[config.mk]
export PLATFORM = sky130hd
export DESIGN_NAME = syncgen_param
export DESIGN_NICKNAME = d
export VERILOG_FILES = /design/src/rtl/syncgen_param.sv
export SDC_FILE = /design/constraint.sdc
export NUM_CORES = 1
export LEC_CHECK = 0
export CAP_MARGIN = 20
export CORE_MARGIN = 5
export CORE_UTILIZATION = 51
export DETAILED_ROUTE_END_ITERATION = 7
export PLACE_DENSITY = 0.82
export SLEW_MARGIN = 15
export SYNTH_ARGS = -nofsm -noshare
export SYNTH_HDL_FRONTEND = slang
export SYNTH_SLANG_ARGS = --single-unit
[constraint.sdc]
create_clock -name clk -period 3.5 [get_ports clk]
set_input_delay 0.525 -clock clk [delete_from_list [all_inputs] [get_ports clk]]
set_output_delay 0.525 -clock clk [all_outputs]
set_load 0.01 [all_outputs]
[src/rtl/syncgen_param.sv]
// syncgen_param: CPC gate-array monitor sync shaping and raster interrupt generator.
// Define SYNCGEN_PRI_EN to add the Plus-style programmable raster interrupt line.
module syncgen_param #(
    parameter int INT_LINES = 52,
    parameter int CNT_W     = 6,
    parameter int HS_DELAY  = 2,
    parameter int HS_MAX    = 4,
    parameter int VS_DELAY  = 2,
    parameter int VS_LINES  = 4
) (
    input  logic             clk,
    input  logic             reset,
    input  logic             cclk_en,
    input  logic             HSYNC_I,
    input  logic             VSYNC_I,
    input  logic             M1_N,
    input  logic             IORQ_N,
    input  logic             irq_reset,
    input  logic [7:0]       pri_line,
    output logic             HSYNC_O,
    output logic             VSYNC_O,
    output logic             SYNC_N,
    output logic             INT_N,
    output logic             mode_sync_en,
    output logic [CNT_W-1:0] int_cnt
);

    localparam int HS_END = HS_DELAY + HS_MAX;
    localparam int VS_END = VS_DELAY + VS_LINES;
    localparam int HD_W   = $clog2(HS_END + 1);
    localparam int VC_W   = $clog2(VS_END + 1);

    localparam logic [HD_W-1:0]  HD_DLY   = HD_W'(HS_DELAY);
    localparam logic [HD_W-1:0]  HD_SAT   = HD_W'(HS_END);
    localparam logic [HD_W-1:0]  HD_ONE   = HD_W'(1);
    localparam logic [VC_W-1:0]  VC_DLY   = VC_W'(VS_DELAY);
    localparam logic [VC_W-1:0]  VC_SAT   = VC_W'(VS_END);
    localparam logic [VC_W-1:0]  VC_ONE   = VC_W'(1);
    localparam logic [CNT_W:0]   IC_ONE   = (CNT_W + 1)'(1);
    localparam logic [CNT_W:0]   INT_LAST = (CNT_W + 1)'(INT_LINES);

    // Line timing state
    logic            hs_q, hs_d;
    logic            line_ev;
    logic [HD_W-1:0] hdly_q, hdly_d;
    logic            hso_q, hso_d;
    logic            mse_q, mse_d;

    // Frame timing state
    logic            vsi_q, vsi_d;
    logic            vsi_rise;
    logic [VC_W-1:0] vcnt_q, vcnt_d;
    logic            vso_q, vso_d;
    logic            vso_rise;
    logic            sync_n_q, sync_n_d;

    // Interrupt state
    logic [CNT_W-1:0] icnt_q, icnt_d;
    logic [CNT_W:0]   icnt_inc;
    logic             int_n_q, int_n_d;
    logic             ack_q, ack_d;
    logic             ack;
    logic             raise;
    logic             pri_on;
    logic             pri_hit;

    always_comb begin
        hs_d    = HSYNC_I;
        line_ev = hs_q & ~HSYNC_I;
        hdly_d  = hdly_q;
        if (!HSYNC_I) begin
            hdly_d = '0;
        end else if (cclk_en && hdly_q != HD_SAT) begin
            hdly_d = hdly_q + HD_ONE;
        end
        hso_d = HSYNC_I && (hdly_d >= HD_DLY) && (hdly_d < HD_SAT);
        // Fires once: hso can only fall once per HSYNC_I high period.
        mse_d = hso_q & ~hso_d;
    end

    always_comb begin
        vsi_d    = cclk_en ? VSYNC_I : vsi_q;
        vsi_rise = cclk_en & VSYNC_I & ~vsi_q;
        vcnt_d   = vcnt_q;
        if (vsi_rise) begin
            vcnt_d = '0;
        end else if (line_ev && vcnt_q != VC_SAT) begin
            vcnt_d = vcnt_q + VC_ONE;
        end
        vso_d    = (vcnt_d >= VC_DLY) && (vcnt_d < VC_SAT);
        vso_rise = vso_d & ~vso_q;
        sync_n_d = ~(hso_d ^ vso_d);
    end

`ifdef SYNCGEN_PRI_EN
    logic [7:0] rline_q, rline_d;

    always_comb begin
        rline_d = rline_q;
        if (vso_rise) begin
            rline_d = '0;
        end else if (line_ev) begin
            rline_d = rline_q + 8'd1;
        end
        pri_on  = pri_line != 8'd0;
        pri_hit = line_ev & ~vso_rise & ((rline_q + 8'd1) == pri_line);
    end

    always_ff @(posedge clk or posedge reset) begin
        if (reset) begin
            rline_q <= '0;
        end else begin
            rline_q <= rline_d;
        end
    end
`else
    logic unused_pri;

    assign unused_pri = ^pri_line;
    assign pri_on     = 1'b0;
    assign pri_hit    = 1'b0;
`endif

    always_comb begin
        icnt_inc = {1'b0, icnt_q} + IC_ONE;
        ack      = ~int_n_q & ~IORQ_N & ~M1_N & ~ack_q;
        ack_d    = ack ? 1'b1 : (M1_N ? 1'b0 : ack_q);
        raise    = 1'b0;
        icnt_d   = icnt_q;
        int_n_d  = int_n_q;
        if (pri_on) begin
            icnt_d = '0;
            raise  = pri_hit;
        end else if (vso_rise) begin
            // Only a counter past mid-period earns a resync interrupt.
            raise  = icnt_q[CNT_W-1];
            icnt_d = '0;
        end else if (line_ev) begin
            if (icnt_inc == INT_LAST) begin
                icnt_d = '0;
                raise  = 1'b1;
            end else begin
                icnt_d = icnt_inc[CNT_W-1:0];
            end
        end
        if (ack) begin
            int_n_d             = 1'b1;
            icnt_d[CNT_W-1]     = 1'b0;
        end
        if (raise) begin
            int_n_d = 1'b0;
        end
        if (irq_reset) begin
            icnt_d  = '0;
            int_n_d = 1'b1;
        end
    end

    always_ff @(posedge clk or posedge reset) begin
        if (reset) begin
            hs_q     <= 1'b0;
            hdly_q   <= '0;
            hso_q    <= 1'b0;
            mse_q    <= 1'b0;
            vsi_q    <= 1'b0;
            vcnt_q   <= VC_SAT;
            vso_q    <= 1'b0;
            sync_n_q <= 1'b1;
            icnt_q   <= '0;
            int_n_q  <= 1'b1;
            ack_q    <= 1'b0;
        end else begin
            hs_q     <= hs_d;
            hdly_q   <= hdly_d;
            hso_q    <= hso_d;
            mse_q    <= mse_d;
            vsi_q    <= vsi_d;
            vcnt_q   <= vcnt_d;
            vso_q    <= vso_d;
            sync_n_q <= sync_n_d;
            icnt_q   <= icnt_d;
            int_n_q  <= int_n_d;
            ack_q    <= ack_d;
        end
    end

    assign HSYNC_O      = hso_q;
    assign VSYNC_O      = vso_q;
    assign SYNC_N       = sync_n_q;
    assign INT_N        = int_n_q;
    assign mode_sync_en = mse_q;
    assign int_cnt      = icnt_q;

endmodule

Word-level counts from Yosys, hierarchy flattened
Index checks and enable logic that the tools add are counted.
- register bits after elaboration: 20
- output and inout port bits: 11
- logic and storage cells: 66
- add/sub/neg operators: 3
- magnitude comparators: 4
- equal/unequal tests: 3
- muxes and demuxes: 17
- bitwise gates (word level): 18
- reduce and logical (&&, ||, !) cells: 9
- operator list (kind ; count):
    $mux W6 ; 4
    $mux W3 ; 4
    $mux W1 ; 9
    $not A1 Y1 ; 9
    $and A1 B1 Y1 ; 8
    $add A6 B1 Y7 const B ; 1
    $eq A7 B6 Y1 const B ; 1
    $add A3 B1 Y3 const B ; 2
    $ge A3 B2 Y1 const B ; 2
    $lt A3 B3 Y1 const B ; 2
    $ne A3 B3 Y1 const B ; 2
    $reduce_bool A3 Y1 ; 2
    $logic_and A1 B1 Y1 ; 5
    $reduce_bool A4 Y1 ; 1
    $reduce_bool A2 Y1 ; 1
    $xor A1 B1 Y1 ; 1

Depth between registers and ports, before layout
- depth in word-level cells: 11
- gate-level depth with buffers: 7
- depth with buffers taken out: 7

Worst setup path before layout
No wires, ideal clock.
- path type: reg2reg
- from: reg vcnt_q[1]
- to: reg icnt_q[4], in the netlist int_cnt[4]
- setup time: 0.137 ns
- data arrival time: 1.518 ns
- required time: 3.363 ns
- setup slack: 1.845 ns
- stages on the path, launching flop included: 7
- buffers on the path: 0
- period minus slack after synthesis: 1.655 ns
- path through: dfstp_2 -> ha_1 -> nand2_1 -> a21bo_1 -> and3_4 -> nor4_4 -> nor4_1
- word-level cells in the longest chain between the ends: 9
- elaborated cells between the ends (all ways): 12
- those cells by class: 1 x add/sub; 2 x order compare; 1 x eq/ne; 4 x mux; 1 x bitwise; 3 x reduce/logical
- RTL lines (element ; RTL line ; RTL):
    start: declaration ; 52 ; logic [VC_W-1:0] vcnt_q, vcnt_d;
    start signal: assignment ; 178 ; vcnt_q <= vcnt_d;
    parallel branches: the longest is 2 deep, another holds $add A3 B1 Y3 ; -- ;
    $mux W3 (*) ; 87 ; end else if (line_ev && vcnt_q != VC_SAT) begin
    $mux W3 (*) ; 85 ; if (vsi_rise) begin
    $ge A3 B2 Y1 / $lt A3 B3 Y1 (equally long branches) ; 90 ; vso_d = (vcnt_d >= VC_DLY) && (vcnt_d < VC_SAT);
    $logic_and A1 B1 Y1 (*) ; 90 ;
    $and A1 B1 Y1 (*) ; 91 ; vso_rise = vso_d & ~vso_q;
    $mux W6 ; 134 ; end else if (vso_rise) begin
    $mux W6 ; 153 ; if (irq_reset) begin
    end signal: assignment ; 181 ; icnt_q <= icnt_d;
    end: declaration ; 58 ; logic [CNT_W-1:0] icnt_q, icnt_d;
Mark *: on every way between the ends.
A chain may end at the register's enable or synchronous reset.

Worst setup path after layout
- from: in HSYNC_I
- to: reg icnt_q[4], in the netlist int_cnt[4]
- word-level cells in the longest chain between the ends: 10
- elaborated cells between the ends (all ways): 12
- those cells by class: 2 x order compare; 4 x mux; 3 x bitwise; 3 x reduce/logical
- RTL lines (element ; RTL line ; RTL):
    start: declaration ; 14 ; input logic HSYNC_I,
    $not A1 Y1 (*) ; 69 ; line_ev = hs_q & ~HSYNC_I;
    $and A1 B1 Y1 (*) ; 69 ;
    $logic_and A1 B1 Y1 ; 87 ;
    $mux W3 ; 87 ;
    $mux W3 ; 85 ;
    $ge A3 B2 Y1 / $lt A3 B3 Y1 (equally long branches) ; 90 ;
    $logic_and A1 B1 Y1 ; 90 ;
    $and A1 B1 Y1 ; 91 ;
    $mux W6 ; 134 ;
    $mux W6 ; 153 ;
Every way passes the cells marked *; elsewhere a longest branch is shown, timed or not.

==> results.json <==
{
  "rsz0062_at_grt": "no",
  "wire_per_inst_um": 12.86,
  "worst_setup_path_end_kind": "flop",
  "start_util": 0.5442,
  "power.density_mw_per_mm2": 498.6,
  "syn_area_per_cell_um2": 9.986,
  "clkTransAtPathRegs_ps": 120,
  "numClockSinks": 20,
  "p_leak_nw": 0.5547,
  "worst-setup-path-type": "in -> reg",
  "clk_latency_ps": 310,
  "slew_viol_final": 0,
  "fin_crit_ps": 2310,
  "synthesis.nets": 129,
  "async_flop_share": 1.000,
  "ant_nets": 0,
  "gr-total-overflow": 0,
  "outcome": "finished, final reports clean",
  "routabilityCongestion": 0.7669,
  "clock_path_buffers": 2,
  "wl_um": 1993,
  "largest_register_ffs": 6,
  "max_freq_mhz": 432.8,
  "arrival_ps": 2510,
  "fin_area_mm2": 0.001320,
  "drv_cap": 0,
  "yosysWarnings": 0,
  "synth-seq-area-share": 0.4687,
  "grt_pass1_vias": 770,
  "layout_commonest_cell": "clkdlybuf4s50_1",
  "cts_hold_buffers": 0,
  "synth-edff-count": 0,
  "drtIter0Drc": 16,
  "fill_cells": 162,
  "drc_errors": 0,
  "most-common-layout-cells": "clkdlybuf4s50_1, dfrtp_1, nor2_1, nand2_1",
  "grt_start_max_net_pins": 21,
  "ys.flop_type": "dfrtp_1",
  "min_period_over_period": 0.6601,
  "core-area_mm2": 0.001982,
  "cts_max_level": 1,
  "finalSetupViolations": 0,
  "worst_pin_slew_ps": 743.5,
  "setup_tns_ps": 0,
  "vdd_drop_max_mv": 0.3507,
  "cts_buffers": 3,
  "cts_root_buffer": "clkbuf_4",
  "relSlewSlack": 0.5038,
  "crit_required_ps": 3700,
  "placed_cells": 151,
  "drt-vias-per-instance": 5.335,
  "syn_inst": 108,
  "dieArea_mm2": 0.003134,
  "dpl_worst_slack_ps": 832.4,
  "final_core_util": 0.6660,
  "fin_nets": 150,
  "antenna_cells": 0,
  "synth.distinct_cells": 35,
  "die_y_um": 55.99,
  "grt_usage": 0.1355,
  "die_w_um": 55.99,
  "syn-cell-area_mm2": 0.001079,
  "crit_fanout": 8,
  "fin_cells": 155,
  "area_delta_synth_final_pct": 22.39,
  "grt_pass1_wl_um": 3436,
  "skew_ps": 7.552,
  "ys_ff_latch": 20,
  "rows": 16,
  "post_cts_buffers": 0,
  "drive_gt1_frac": 0.09375,
  "portBuffers": 18,
  "ioPinCount": 27,
  "placed_area_mm2": 0.001284,
  "vias": 827,
  "critPathLaunchType": "input pin",
  "post_cts_resized": 0,
  "dr.pass1.iters": 4,
  "hpwl_um": 1555,
  "tritoncts": "built",
  "setup_slack_ps": 1190,
  "finalHoldViolCount": 0,
  "antenna_found_initial": 0,
  "holdCritPathClass": "reg -> reg"
}
power by group:
group	leakage [nW]	internal [mW]	switching [mW]	total, mW
registers	0.255	0.277	0.0268	0.304
clock network	0.0210	0.0637	0.0745	0.138
logic	0.279	0.110	0.107	0.216
through the flow:
step / power (mW) / hold slack [ps]
2_1_floorplan: 0.4544 / 466.8
3_3_place_gp: 0.5160 / 469.1
3_5_place_dp: 0.5288 / 491.8
4_1_cts: 0.6637 / 519.2
5_1_grt: 0.6951 / 537.2
6_report: 0.6582 / 512.7
per-layer routing:
layer / track usage / wire length (um)
met5: 0 / 0
met3: 0.03712 / 103
met4: 0.05085 / 27
met1: 0.1659 / 843
met2: 0.2254 / 1018
logic make-up (layout without fill, tap and decap cells):
kind of cell	Yosys count	count (layout)	synth area share
AO/OA/AOI/OAI	18	18	0.1079
adder cells (fa/ha/maj)	5	5	0.05800
flip-flops	20	20	0.4687
AND/OR/NAND/NOR	49	49	0.2633
XOR/XNOR	6	6	0.04872
buffers and inverters	7	27	0.02552
multiplexers	3	3	0.02784
synthesized netlist by cell type, types with 2 or more instances:
| library cell | instances | area, um2 |
|---|---|---|
| inv_1 | 5 | 18.77 |
| nand2_1 | 9 | 33.78 |
| o21ai_0 | 4 | 20.02 |
| dfstp_2 | 4 | 105.1 |
| nand2b_1 | 3 | 18.77 |
| ha_1 | 5 | 62.56 |
| mux2i_1 | 3 | 30.03 |
| nor2b_1 | 3 | 18.77 |
| and2_1 | 2 | 12.51 |
| nand3b_1 | 3 | 22.52 |
| nor2_1 | 10 | 37.54 |
| nand3_1 | 3 | 15.01 |
| dfrtp_1 | 16 | 400.4 |
| nor3_1 | 7 | 35.03 |
| xnor2_1 | 5 | 43.79 |
| a21oi_1 | 7 | 35.03 |
worst max-delay path, cell delays in order:
cell             delay [ps]
clkdlybuf4s50_1         530
nor2b_1                 500
nand3b_1                230
and3_4                  220
nor4_4                  390
nor4_1                  100
area by class of cell:
cell class              count  area [um2]  area share
multi-input cells          81       545.5      0.4133
flip-flops and latches     20       505.5      0.3829
repair buffers             18       180.2      0.1365
clock buffers               4       36.28     0.02749
well taps                  27       33.78     0.02559
inverters                   5       18.77     0.01422
final timing paths:
path	from	end	slack (ps)	depth (start not counted)
setup / recovery	HSYNC_I	int_cnt[4]	1190	6
hold / removal	HSYNC_O	mode_sync_en	510	1
setup reg to reg	hs_q	int_cnt[4]	1570	5
hold reg to reg	HSYNC_O	mode_sync_en	510	1
max in group asynchronous	reset	vcnt_q[0]	2410	2
min in group asynchronous	reset	HSYNC_O	620	2
Power figures use the tool's default switching activity.
